File: src/rtl/adder_check_sequencer.sv
// ----------------------------------------------------------------------------
// adder_check_sequencer
//
// Walks every {Cin,B,A} operand vector through the lookahead and ripple adders
// on the board. Each vector is held for SETTLE_TICKS divider ticks, then both
// adder results are compared against a golden A+B+Cin. The block records how
// many vectors failed and which vector failed first.
//
// Optional build macro: HALT_ON_ERR_EN
//   defined   -> the sweep stops at the first failing vector (vec frozen there)
//   undefined -> the full sweep always runs to the last vector
// ----------------------------------------------------------------------------
module adder_check_sequencer #(
    parameter int SETTLE_TICKS = 2,
    parameter int W            = 4
) (
    input  logic             clock50,
    input  logic             reset,
    input  logic             tick,
    input  logic             start,
    input  logic [W-1:0]     sum_l,
    input  logic             cout_l,
    input  logic [W-1:0]     sum_r,
    input  logic             cout_r,
    output logic [W-1:0]     A,
    output logic [W-1:0]     B,
    output logic             Cin,
    output logic             busy,
    output logic             done,
    output logic             pass,
    output logic [2*W+1:0]   err_count,
    output logic [2*W:0]     first_err,
    output logic             err_valid
);

    localparam int VW = 2*W + 1;   // vector index width {Cin,B,A}
    localparam int EW = 2*W + 2;   // error counter width, holds a full-sweep count
    localparam int CW = 4;         // settle counter width, SETTLE_TICKS is 1..15

    localparam logic [CW-1:0] SETTLE_LAST = CW'(SETTLE_TICKS - 1);
    localparam logic [CW-1:0] CNT_ONE     = {{(CW-1){1'b0}}, 1'b1};
    localparam logic [VW-1:0] VEC_LAST    = {VW{1'b1}};
    localparam logic [VW-1:0] VEC_ONE     = {{(VW-1){1'b0}}, 1'b1};
    localparam logic [EW-1:0] ERR_ONE     = {{(EW-1){1'b0}}, 1'b1};

    typedef enum logic [1:0] {
        IDLE   = 2'd0,
        SETTLE = 2'd1,
        CHECK  = 2'd2,
        DONE   = 2'd3
    } state_t;

    // Reference result for the vector currently on the adder inputs.
    function automatic logic [W:0] golden_sum(input logic [VW-1:0] v);
        golden_sum = {1'b0, v[W-1:0]} + {1'b0, v[2*W-1:W]} + {{W{1'b0}}, v[2*W]};
    endfunction

    // One adder disagrees with the reference (carry and sum as one word).
    function automatic logic adder_mismatch(input logic [W:0] golden,
                                            input logic [W:0] result);
        adder_mismatch = (result != golden);
    endfunction

    state_t         state_r,     state_s;
    logic [VW-1:0]  vec_r,       vec_s;
    logic [CW-1:0]  cnt_r,       cnt_s;
    logic [EW-1:0]  err_count_r, err_count_s;
    logic [VW-1:0]  first_err_r, first_err_s;
    logic           err_valid_r, err_valid_s;
    logic           busy_r,      busy_s;
    logic           done_r,      done_s;
    logic           pass_r,      pass_s;
    logic [W:0]     golden_s;
    logic           fail_s;
    logic           finish_s;

    assign golden_s = golden_sum(vec_r);
    assign fail_s   = adder_mismatch(golden_s, {cout_l, sum_l})
                    | adder_mismatch(golden_s, {cout_r, sum_r});

    // The vector register feeds the adders with the old counter bit mapping.
    assign A         = vec_r[W-1:0];
    assign B         = vec_r[2*W-1:W];
    assign Cin       = vec_r[2*W];
    assign busy      = busy_r;
    assign done      = done_r;
    assign pass      = pass_r;
    assign err_count = err_count_r;
    assign first_err = first_err_r;
    assign err_valid = err_valid_r;

    // State and datapath registers; reset aborts any sweep and clears results.
    always_ff @(posedge clock50 or negedge reset) begin
        if (!reset) begin
            state_r     <= IDLE;
            vec_r       <= {VW{1'b0}};
            cnt_r       <= {CW{1'b0}};
            err_count_r <= {EW{1'b0}};
            first_err_r <= {VW{1'b0}};
            err_valid_r <= 1'b0;
            busy_r      <= 1'b0;
            done_r      <= 1'b0;
            pass_r      <= 1'b0;
        end else begin
            state_r     <= state_s;
            vec_r       <= vec_s;
            cnt_r       <= cnt_s;
            err_count_r <= err_count_s;
            first_err_r <= first_err_s;
            err_valid_r <= err_valid_s;
            busy_r      <= busy_s;
            done_r      <= done_s;
            pass_r      <= pass_s;
        end
    end

    // Next-state and next-register values; start is ungated, everything else waits for tick.
    always_comb begin
        state_s     = state_r;
        vec_s       = vec_r;
        cnt_s       = cnt_r;
        err_count_s = err_count_r;
        first_err_s = first_err_r;
        err_valid_s = err_valid_r;
        busy_s      = busy_r;
        done_s      = done_r;
        pass_s      = pass_r;
        finish_s    = 1'b0;

        case (state_r)
            IDLE, DONE: begin
                if (start) begin
                    state_s     = SETTLE;
                    vec_s       = {VW{1'b0}};
                    cnt_s       = {CW{1'b0}};
                    err_count_s = {EW{1'b0}};
                    first_err_s = {VW{1'b0}};
                    err_valid_s = 1'b0;
                    busy_s      = 1'b1;
                    done_s      = 1'b0;
                    pass_s      = 1'b0;
                end else begin
                    state_s = state_r;
                end
            end

            SETTLE: begin
                if (tick) begin
                    cnt_s = cnt_r + CNT_ONE;
                    if (cnt_r == SETTLE_LAST) begin
                        state_s = CHECK;
                    end else begin
                        state_s = SETTLE;
                    end
                end else begin
                    state_s = SETTLE;
                end
            end

            CHECK: begin
                if (tick) begin
                    if (fail_s) begin
                        err_count_s = err_count_r + ERR_ONE;
                        if (!err_valid_r) begin
                            first_err_s = vec_r;
                            err_valid_s = 1'b1;
                        end else begin
                            first_err_s = first_err_r;
                        end
                    end else begin
                        err_count_s = err_count_r;
                    end
`ifdef HALT_ON_ERR_EN
                    finish_s = fail_s || (vec_r == VEC_LAST);
`else
                    finish_s = (vec_r == VEC_LAST);
`endif
                    // The last vector's result is already folded into err_count_s here.
                    if (finish_s) begin
                        state_s = DONE;
                        busy_s  = 1'b0;
                        done_s  = 1'b1;
                        pass_s  = (err_count_s == {EW{1'b0}});
                    end else begin
                        state_s = SETTLE;
                        vec_s   = vec_r + VEC_ONE;
                        cnt_s   = {CW{1'b0}};
                    end
                end else begin
                    state_s = CHECK;
                end
            end

            default: begin
                state_s = IDLE;
                busy_s  = 1'b0;
                done_s  = 1'b0;
                pass_s  = 1'b0;
            end
        endcase
    end

endmodule
File: config.mk
export PLATFORM = sky130hd
export DESIGN_NAME = adder_check_sequencer
export DESIGN_NICKNAME = d
export VERILOG_FILES = /design/src/rtl/adder_check_sequencer.sv
export SDC_FILE = /design/constraint.sdc
export NUM_CORES = 1
export LEC_CHECK = 0
export ABC_AREA = 1
export BUFFER_PORTS_ARGS = -buffer_cell sky130_fd_sc_hd__buf_2
export CAP_MARGIN = 20
export CORE_MARGIN = 10
export CORE_UTILIZATION = 50
export CTS_CLUSTER_SIZE = 24
export DETAILED_ROUTE_END_ITERATION = 12
export PLACE_DENSITY_LB_ADDON = 0.1
export SYNTH_ARGS = -nofsm -noshare
export SYNTH_HDL_FRONTEND = slang
export SYNTH_SLANG_ARGS = --single-unit
File: constraint.sdc
create_clock -name clock50 -period 3.9 [get_ports clock50]
set_input_delay 0.195 -clock clock50 [delete_from_list [all_inputs] [get_ports clock50]]
set_output_delay 0.195 -clock clock50 [all_outputs]
set_load 0.005 [all_outputs]
# ---- After elaboration in Yosys (flattened, before gate mapping)
# Index checks and enable logic that the tools add are counted.
dict set report classes {
  magnitude_cmp 0
  div 0
  bitwise 1
  n_mul 0
  n_reduce_logical 10
  eq_ne 14
  n_shift 0
  addsub 5
  n_mux 39
}
# cell count
set op_table {}
lappend op_table {{9-bit 2-to-1 mux} 6}
lappend op_table {{10-bit 2-to-1 mux} 5}
lappend op_table {{9-bit case mux with 2 select lines} 2}
lappend op_table {{10-bit case mux with 2 select lines} 1}
lappend op_table {{4-bit 2-to-1 mux} 4}
lappend op_table {{4-bit AND reduction} 4}
lappend op_table {{2-bit != test, second input constant} 7}
lappend op_table {{4-bit case mux with 3 select lines} 1}
lappend op_table {{10-bit by 1-bit adder with 10-bit output, second input constant} 1}
lappend op_table {{10-bit zero test} 1}
lappend op_table {{1-bit 2-to-1 mux} 10}
lappend op_table {{2-bit 2-to-1 mux} 5}
lappend op_table {{5-bit != test} 2}
lappend op_table {{9-bit by 1-bit adder with 9-bit output, second input constant} 1}
lappend op_table {{9-bit == test, second input constant} 1}
lappend op_table {{1-bit case mux with 2 select lines} 4}
lappend op_table {{2-bit case mux with 3 select lines} 1}
lappend op_table {{4-bit by 4-bit adder with 5-bit output} 1}
lappend op_table {{5-bit by 1-bit adder with 5-bit output} 1}
lappend op_table {{5-bit AND reduction} 1}
lappend op_table {{4-bit by 1-bit adder with 4-bit output, second input constant} 1}
lappend op_table {{2-bit == test, second input constant} 2}
lappend op_table {{4-bit by 1-bit == test with 1-bit output, second input constant} 1}
lappend op_table {{3-bit AND reduction} 1}
lappend op_table {{5 further kinds} 5}
dict set report word_totals {
  n_memories 0
  mem_bits_rw 0
  reg_bits 38
  latch_bits 0
  input_bits 14
  wordCells 78
  out_inout_bits 32
  rom_bits 0
}

# ---- Logic depth before layout (Yosys ltp)
# Gate-level depths: netlist (run 1).
dict set report depth {
  ltp_word 11
  depth_mapped 18
  depth_no_buf 17
}

# ---- Least setup slack after synthesis (run 1)
# Ideal clock, no wire load.
dict set report synth_timing {
  path_type {register to register}
  startpoint {register vec_r[0]}
  endpoint {register first_err_r[5] (netlist: first_err[5])}
  t_arrival_ns 2.398
  required_ns 3.817
  path_buffers 1
  setup_time_ns 0.083
  slack_ns 1.419
  stages_incl_launch_ff 16
  period_less_slack_ns 2.481
  path_cell_list {dfrtp_1 > fa_1 > fa_1 > inv_1 > nand2_1 > nand2_1 > inv_1 > nor2_1 > nand3_1 > nor2_1 > nand2_1 > nand2_1 > o21ai_2 > buf_4 > nand3_1 > o21ai_0}
}
dict set report synth_via {
  elab_chain_len 6
  elab_cells_between_ends 7
  classes_between {add/sub (2); eq/ne (3); bitwise (1); reduce/logical (1)}
}
# element line
set synth_rtl {}
lappend synth_rtl {{from (decl)} 65} ;# logic [VW-1:0] vec_r, vec_s;
lappend synth_rtl {{from (signal assigned)} 96} ;# vec_r <= {VW{1'b0}};
lappend synth_rtl {{from (signal assigned)} 106} ;# vec_r <= vec_s;
lappend synth_rtl {{4-bit by 4-bit adder with 5-bit output (*)} 55} ;# golden_sum = {1'b0, v[W-1:0]} + {1'b0, v[2*W-1:W]} + {{W{1'b0}}, v[2*W]};
lappend synth_rtl {{5-bit by 1-bit adder with 5-bit output (*)} 55}
lappend synth_rtl {{5-bit != test} 61} ;# adder_mismatch = (result != golden);
lappend synth_rtl {{1-bit bitwise OR (*)} 79} ;# | adder_mismatch(golden_s, {cout_r, sum_r});
lappend synth_rtl {{2-bit != test (no source line) (*)} --}
lappend synth_rtl {{5-bit AND reduction (no source line) (*)} --}
lappend synth_rtl {{to (signal assigned)} 99} ;# first_err_r <= {VW{1'b0}};
lappend synth_rtl {{to (signal assigned)} 109} ;# first_err_r <= first_err_s;
lappend synth_rtl {{to (decl)} 68} ;# logic [VW-1:0] first_err_r, first_err_s;
# Every way passes the cells marked *; elsewhere a longest branch is shown, timed or not.
# A chain may end at the register's enable or synchronous reset.

# ---- Worst setup path in the final report (run 1)
dict set report layout_timing {
  startpoint {register vec_r[0]}
  endpoint {register first_err_r[4] (netlist: first_err[4])}
}
# Same word-level chain as after synthesis.

==> out/metrics.cfg, run 1 <==
[clock_tree]
clock_path_buffers=2
htree_levels=2
cts_hold_buf=0
cts_root_buf=clkbuf_8
cts_made_buffers=5
cts_setup_buffers=0
post_cts_resized=0
clk_pin_slew_worst_paths_ns=0.08
insertion_delay_ns=0.29
cts.sinks=38
cts_tree=built

[logic_synthesis]
ys_seq_elements=38
synthArstFlopShare_pct=100.0
postSynthCellCount=302
synth.area.top_cells=dfrtp_1 (40%), nand2_1 (9.7%), inv_1 (8.1%)
yosys.area.top_type=dfrtp_1
syn_nets=328
avgSynthCellArea_um2=7.797
synth_edf_count=0
syn_area_um2=2355
yosysSeqAreaShare_pct=40.38
synth.top_cell.area_share_pct=40.38
synth_cell_types=38
synth_flop_cell=dfrtp_1
yosysWarnings=0

[route]
wl_um=5552
drtPass1Iterations=4
route.detailed.drc=0
routedWlPerCell_um=13.81
antenna_left=0
vias_per_cell=5.256
num_vias=2113
dr.first_iter.drc_count=111

[run_status]
status=finished, final reports clean

[sta]
rsz0062_at_grt=no
report.final.slew_viol_count=0
fin_setup_tns_ns=0
worst_clock_skew_ns=0.01075
post-route-period-util_pct=83.41
hold_viol_final=0
fmax_ghz=0.3074
min_period_ns=3.253
setup_viol=0
tightestPinTransition_ns=0.8383
fin_ws_ns=0.6469
slew_headroom_pct=44.12

[worst_setup_path]
cp_cell_sequence=fa_1 -> fa_1 -> inv_1 -> nand2_1 -> nand3b_1 -> nand2_1 -> nand3_1 -> nor2_1 -> buf_4 -> nand2_1 -> nand2_1 -> o21ai_2 -> o21ai_0
arrival_ns=3.39
path_buf_inv=2
slowest_delay_ns=0.50
worstPathMaxFanout=18
cp.required_ns=4.04
start_kind=flop
crit_type=reg -> reg
end_kind=flop
crit_cells=13
ff2ff_path_depth=13
cpLargestDelayFamily=adder cells
cp_common_cell=nand2_1
slowest_stage=o21ai_2

[layout]
final_cell_mix=nand2_1 (61), inv_1 (51), buf_2 (45)
area_growth_syn_to_layout_pct=14.93
nets=375
n_antenna_cell=0
drive_gt1_share_pct=18.57
fin_cells=402
final_common_cell=nand2_1

[pwr]
ir_worst_vdd_mv=0.3409
p_clk_share_pct=21.7
p_sw_uw=559.6
sequentialPowerShare_pct=36.9
p_comb_share_pct=41.4
leakagePower_uw=0.001463
power_density_nw_per_um2=479.0
power.internal_uw=736.8
p_sw_share_pct=43.17

[die]
io_pins=46
die-area_um2=7854
core_area_um2=4444
die_w_um=88.63
rows=24
die_h_um=88.63
start_util_pct=52.98

[grt]
antenna_found_initial=0
grt_pass1_vias=2088
grt_max_degree=39
grt_overflow_total=0
grt_pass1_wl_um=9501
grt_usage_pct=15.03

[placed_design]
port_buffers=45
gp_congestion=0.8306
hpwl_um=4252
dp_slack_ns=0.6843
placed_cells=394

[run]
cap_violations=0

[hold_path]
hold_path_class=in -> async

-- sequential cells by signal, indices dropped and copies added (netlist names) --
signal     cells
cnt_r          4
vec_r          9
first_err      9
err_count     10
done           1
busy           1
pass           1
err_valid      1
state_r        2
-- power groups by stage --
stage	clock, uW	sequential (uW)	combinational, uW
floorplan	0	482	439
global placement	0	486	526
detailed placement	0	487	535
CTS	290	479	537
global route	307	489	617
finish	282	478	536
-- cell usage after synthesis (2+ instances only) --
cell type  number
dfrtp_1        38
nor3_4          2
xor2_1          6
a32o_1          2
a21o_1          2
a21oi_1        11
o22ai_1        11
nor3_1          4
ha_1           10
o21ai_0        16
xnor2_1         2
nand4_1         3
nand2_1        61
fa_1            2
inv_1          51
nand3_1        33
nand2_4         2
nor3_2          2
buf_2           3
nor2_1         23
-- cell type report --
class,instances,area (um^2)
Fill cell,435,1738
Sequential cell,38,950.9
Tap cell,52,65.06
Clock inverter,1,5.005
Inverter,53,198.9
Clock buffer,7,86.33
Timing Repair Buffer,46,232.7
Multi-Input combinational cell,205,1167
-- path summary, 6_finish.rpt --
check / start / slack [ns] / end
worst max-delay path: vec_r[0]$_DFFE_PN0P_ / 0.65 / first_err[4]$_DFFE_PN0P_
worst min-delay path: reset / 0.009 / first_err[1]$_DFFE_PN0P_
worst max register to register: vec_r[0]$_DFFE_PN0P_ / 0.65 / first_err[4]$_DFFE_PN0P_
worst min register to register: pass$_DFFE_PN0P_ / 0.48 / pass$_DFFE_PN0P_
max in group asynchronous: reset / 3.36 / vec_r[8]$_DFFE_PN0P_
min in group clock50: start / 0.30 / state_r[1]$_DFFE_PN0P_
-- kinds of logic (layout without fill, tap and decap cells) --
| kind of cell | Yosys count | count (layout) | share of synthesized area (%) |
|---|---|---|---|
| flip-flops | 38 | 38 | 40.38 |
| AO/OA/AOI/OAI | 48 | 48 | 12.06 |
| AND/OR/NAND/NOR | 137 | 137 | 27.52 |
| adder cells (fa/ha/maj) | 12 | 12 | 7.014 |
| XOR/XNOR | 8 | 8 | 2.976 |
| buffers and inverters | 59 | 107 | 10.04 |
-- per-stage QoR --
step / power (uW) / utilization (%) / hold WS [ns] / area (um^2)
final: 1296 / 60.90 / 0.008596 / 2706
after CTS: 1306 / 60.90 / 0.04814 / 2706
after global placement: 1012 / 58.84 / 0.3507 / 2615
after global routing: 1412 / 60.90 / 0.07805 / 2706
after floorplan: 920.9 / - / -0.1006 / 2355
after detailed placement: 1023 / 58.84 / 0.3576 / 2615
-- metal layers --
layer | up-vias | share of wire [%] | GRT usage, %
met5 | - | 0 | 0
met4 | 0 | 0.67 | 3.818
met3 | 4 | 6.1 | 4.044
met2 | 46 | 47 | 24.47
met1 | 986 | 46 | 19.26
li1 | 1077 | - | -
No activity file was read; power rests on OpenSTA's default activity.
==> run 2, diff against run 1 <==
==> constraint.sdc (replaced) <==
create_clock -name clock50 -period 3.3 [get_ports clock50]
set_input_delay 0.165 -clock clock50 [delete_from_list [all_inputs] [get_ports clock50]]
set_output_delay 0.165 -clock clock50 [all_outputs]
set_load 0.005 [all_outputs]
==> run 2 against run 1 <==
Cell count up 0.25%. Utilization up 0.17 points. Sequential cell count is the same. The flow now finishes with violations (negative hold slack). First-iteration DRC count grew 48%. Design area increased by 0.28%. Hold slack lost 0.042 ns. Count of clock-buffer cells in the layout is the same. Highest routed layer unchanged. Non-clock buffer count rose by 1. Global-route usage is 0.30 points higher. Power is 19% higher.
==> out/metrics.cfg, run 2 (same netlist as run 1, synthesis figures left out) <==
[layout]
area_growth_syn_to_layout_pct=15.25
seq_area_um2=950.9  ; unchanged
drive_gt1_share_pct=18.80  ; +0.23 points
largest_register_ffs=10  ; unchanged
final_cell_mix=nand2_1 (61), inv_1 (51), buf_2 (45)
nets=376  ; +0.27%
n_antenna_cell=0  ; unchanged
fin_util_pct=61.06  ; +0.17 points
nFillCells=410  ; -5.7%
multi_input_area_um2=1167  ; unchanged
final_common_cell=nand2_1

[placed_design]
port_buffers=45  ; unchanged
hpwl_um=4180  ; -1.7%
gp_congestion=0.8157  ; -1.8%

[pwr]
p_total_uw=1542  ; +19%
ir_worst_vdd_mv=0.4534  ; +33%
power_density_nw_per_um2=568.1  ; +19%
leakagePower_uw=0.001468  ; +0.28%

[clock_tree]
cts_hold_buf=0  ; unchanged
cts_setup_buffers=0  ; unchanged
cts_root_buf=clkbuf_8
cts.sinks=38  ; unchanged
insertion_delay_ns=0.30  ; about the same
cts_tree=built
post_cts_resized=0  ; unchanged
htree_levels=2  ; unchanged
clk_pin_slew_worst_paths_ns=0.08  ; about the same
cts_made_buffers=5  ; unchanged
clock_path_buffers=2  ; unchanged

[sta]
hold_viol_final=38  ; +38
fmax_ghz=0.3540  ; +15%
rsz0062_at_grt=no
tightestPinTransition_ns=0.8351  ; -0.003151 ns
fin_hold_ws_ns=-0.03327  ; -0.04187 ns
slew_headroom_pct=44.33  ; +0.21 points
post-route-period-util_pct=85.60  ; +2.2 points
worst_clock_skew_ns=0.01173  ; +0.0009786 ns
fin_setup_tns_ns=0  ; unchanged
setup_viol=0  ; unchanged
min_period_ns=2.825  ; -0.4284 ns
report.final.slew_viol_count=0  ; unchanged

[worst_setup_path]
ff2ff_path_depth=14  ; +1
rr_startpoint=vec_r[0]$_DFFE_PN0P_
crit_type=reg -> reg
worstPathMaxFanout=18  ; unchanged
r2r-end=first_err[8]$_DFFE_PN0P_
end_kind=flop
ff2ff_setup_slack_ns=0.48  ; -0.17 ns
arrival_ns=3.04  ; -0.35 ns
cp.required_ns=3.51  ; -0.53 ns
start_kind=flop

[route]
routedWlPerCell_um=13.74  ; -0.50%
vias_per_cell=5.268  ; +0.22%
route.detailed.drc=0  ; unchanged
wl_um=5538  ; -0.25%
antenna_left=0  ; unchanged
dr.first_iter.drc_count=164  ; +48%
num_vias=2123  ; +0.47%
drtPass1Iterations=4  ; unchanged

[grt]
grt_max_degree=39  ; unchanged
antenna_found_initial=0  ; unchanged
grt_pass1_wl_um=9694  ; +2.0%
grt_overflow_total=0  ; unchanged
grt_usage_pct=15.33  ; +0.30 points
grt_pass1_vias=2135  ; +2.3%

[run_status]
violations=negative hold slack
status=finished, violations left

[run]
cap_violations=0  ; unchanged

[die]
rows=24  ; unchanged
core_area_um2=4444  ; unchanged
start_util_pct=52.98  ; unchanged
die_w_um=88.63  ; unchanged
die-area_um2=7854  ; unchanged
die_h_um=88.63  ; unchanged
io_pins=46  ; unchanged

[hold_path]
hold_path_class=in -> async

[run 2: cell count changes in the layout (fill, tap and decap cells not counted), sizes merged]
cell	previous run	this run
buf	46	47
[run 2: worst max path at each step]
stage	startpoint	to	slack, ns
global route	vec_r[0]$_DFFE_PN0P_	first_err[8]$_DFFE_PN0P_	0.19
floorplan	vec_r[0]$_DFFE_PN0P_	first_err[5]$_DFFE_PN0P_	0.82
finish	vec_r[0]$_DFFE_PN0P_	first_err[8]$_DFFE_PN0P_	0.48
CTS	vec_r[0]$_DFFE_PN0P_	first_err[8]$_DFFE_PN0P_	0.48
detailed placement	vec_r[0]$_DFFE_PN0P_	first_err[8]$_DFFE_PN0P_	0.49
global placement	vec_r[4]$_DFFE_PN0P_	first_err[8]$_DFFE_PN0P_	0.61
[run 2: layout make-up]
type / count / share of cell area, %
clock inverters: 1 / 0.1844
multi-input cells: 205 / 43.02
inverters: 53 / 7.331
repair buffers: 47 / 8.852
clock buffers: 7 / 3.181
flip-flops and latches: 38 / 35.04
well taps: 52 / 2.397
[run 2: routing by layer]
layer  vias up  part of all wire, %  global-route usage (%)  wire length, um
met1       996                   47                   19.13             2610
met2        41                   46                   25.40             2533
met5         -                    0                       0                0
met4         0                  1.1                   4.552               62
met3         7                  6.0                   3.952              332
li1       1079                    -                       -                -
[run 2: worst max-delay path, stage by stage, from the launching register on]
cell and delay, ns:
dfrtp_1 0.47, fa_1 0.48, fa_1 0.52, inv_1 0.04, nand2_1 0.06, nand2_1 0.04, inv_1 0.04, nor2_1 0.03
nand3_1 0.06, nor2_1 0.06, nand2_1 0.08, nand2_1 0.09, o21ai_2 0.50, nand3_1 0.15, o21ai_0 0.12
[run 2: per-stage QoR]
step / setup WS (ns) / hold WS [ns] / instance area, um^2 / instances
global route: 0.1923 / 0.04369 / 2714 / 403
detailed placement: 0.4879 / 0.3273 / 2623 / 395
floorplan: 0.8189 / -0.1306 / 2355 / 302
finish: 0.4753 / -0.03327 / 2714 / 403
global placement: 0.6119 / 0.3218 / 2623 / 395
CTS: 0.4776 / 0.001920 / 2714 / 403
[run 2: where the power goes]
part           internal, uW  leakage, uW  switching [uW]  total (uW)
clock network           169    0.0000482             169         338
registers               520     0.000516            47.0         567
logic                   183     0.000904             454         637
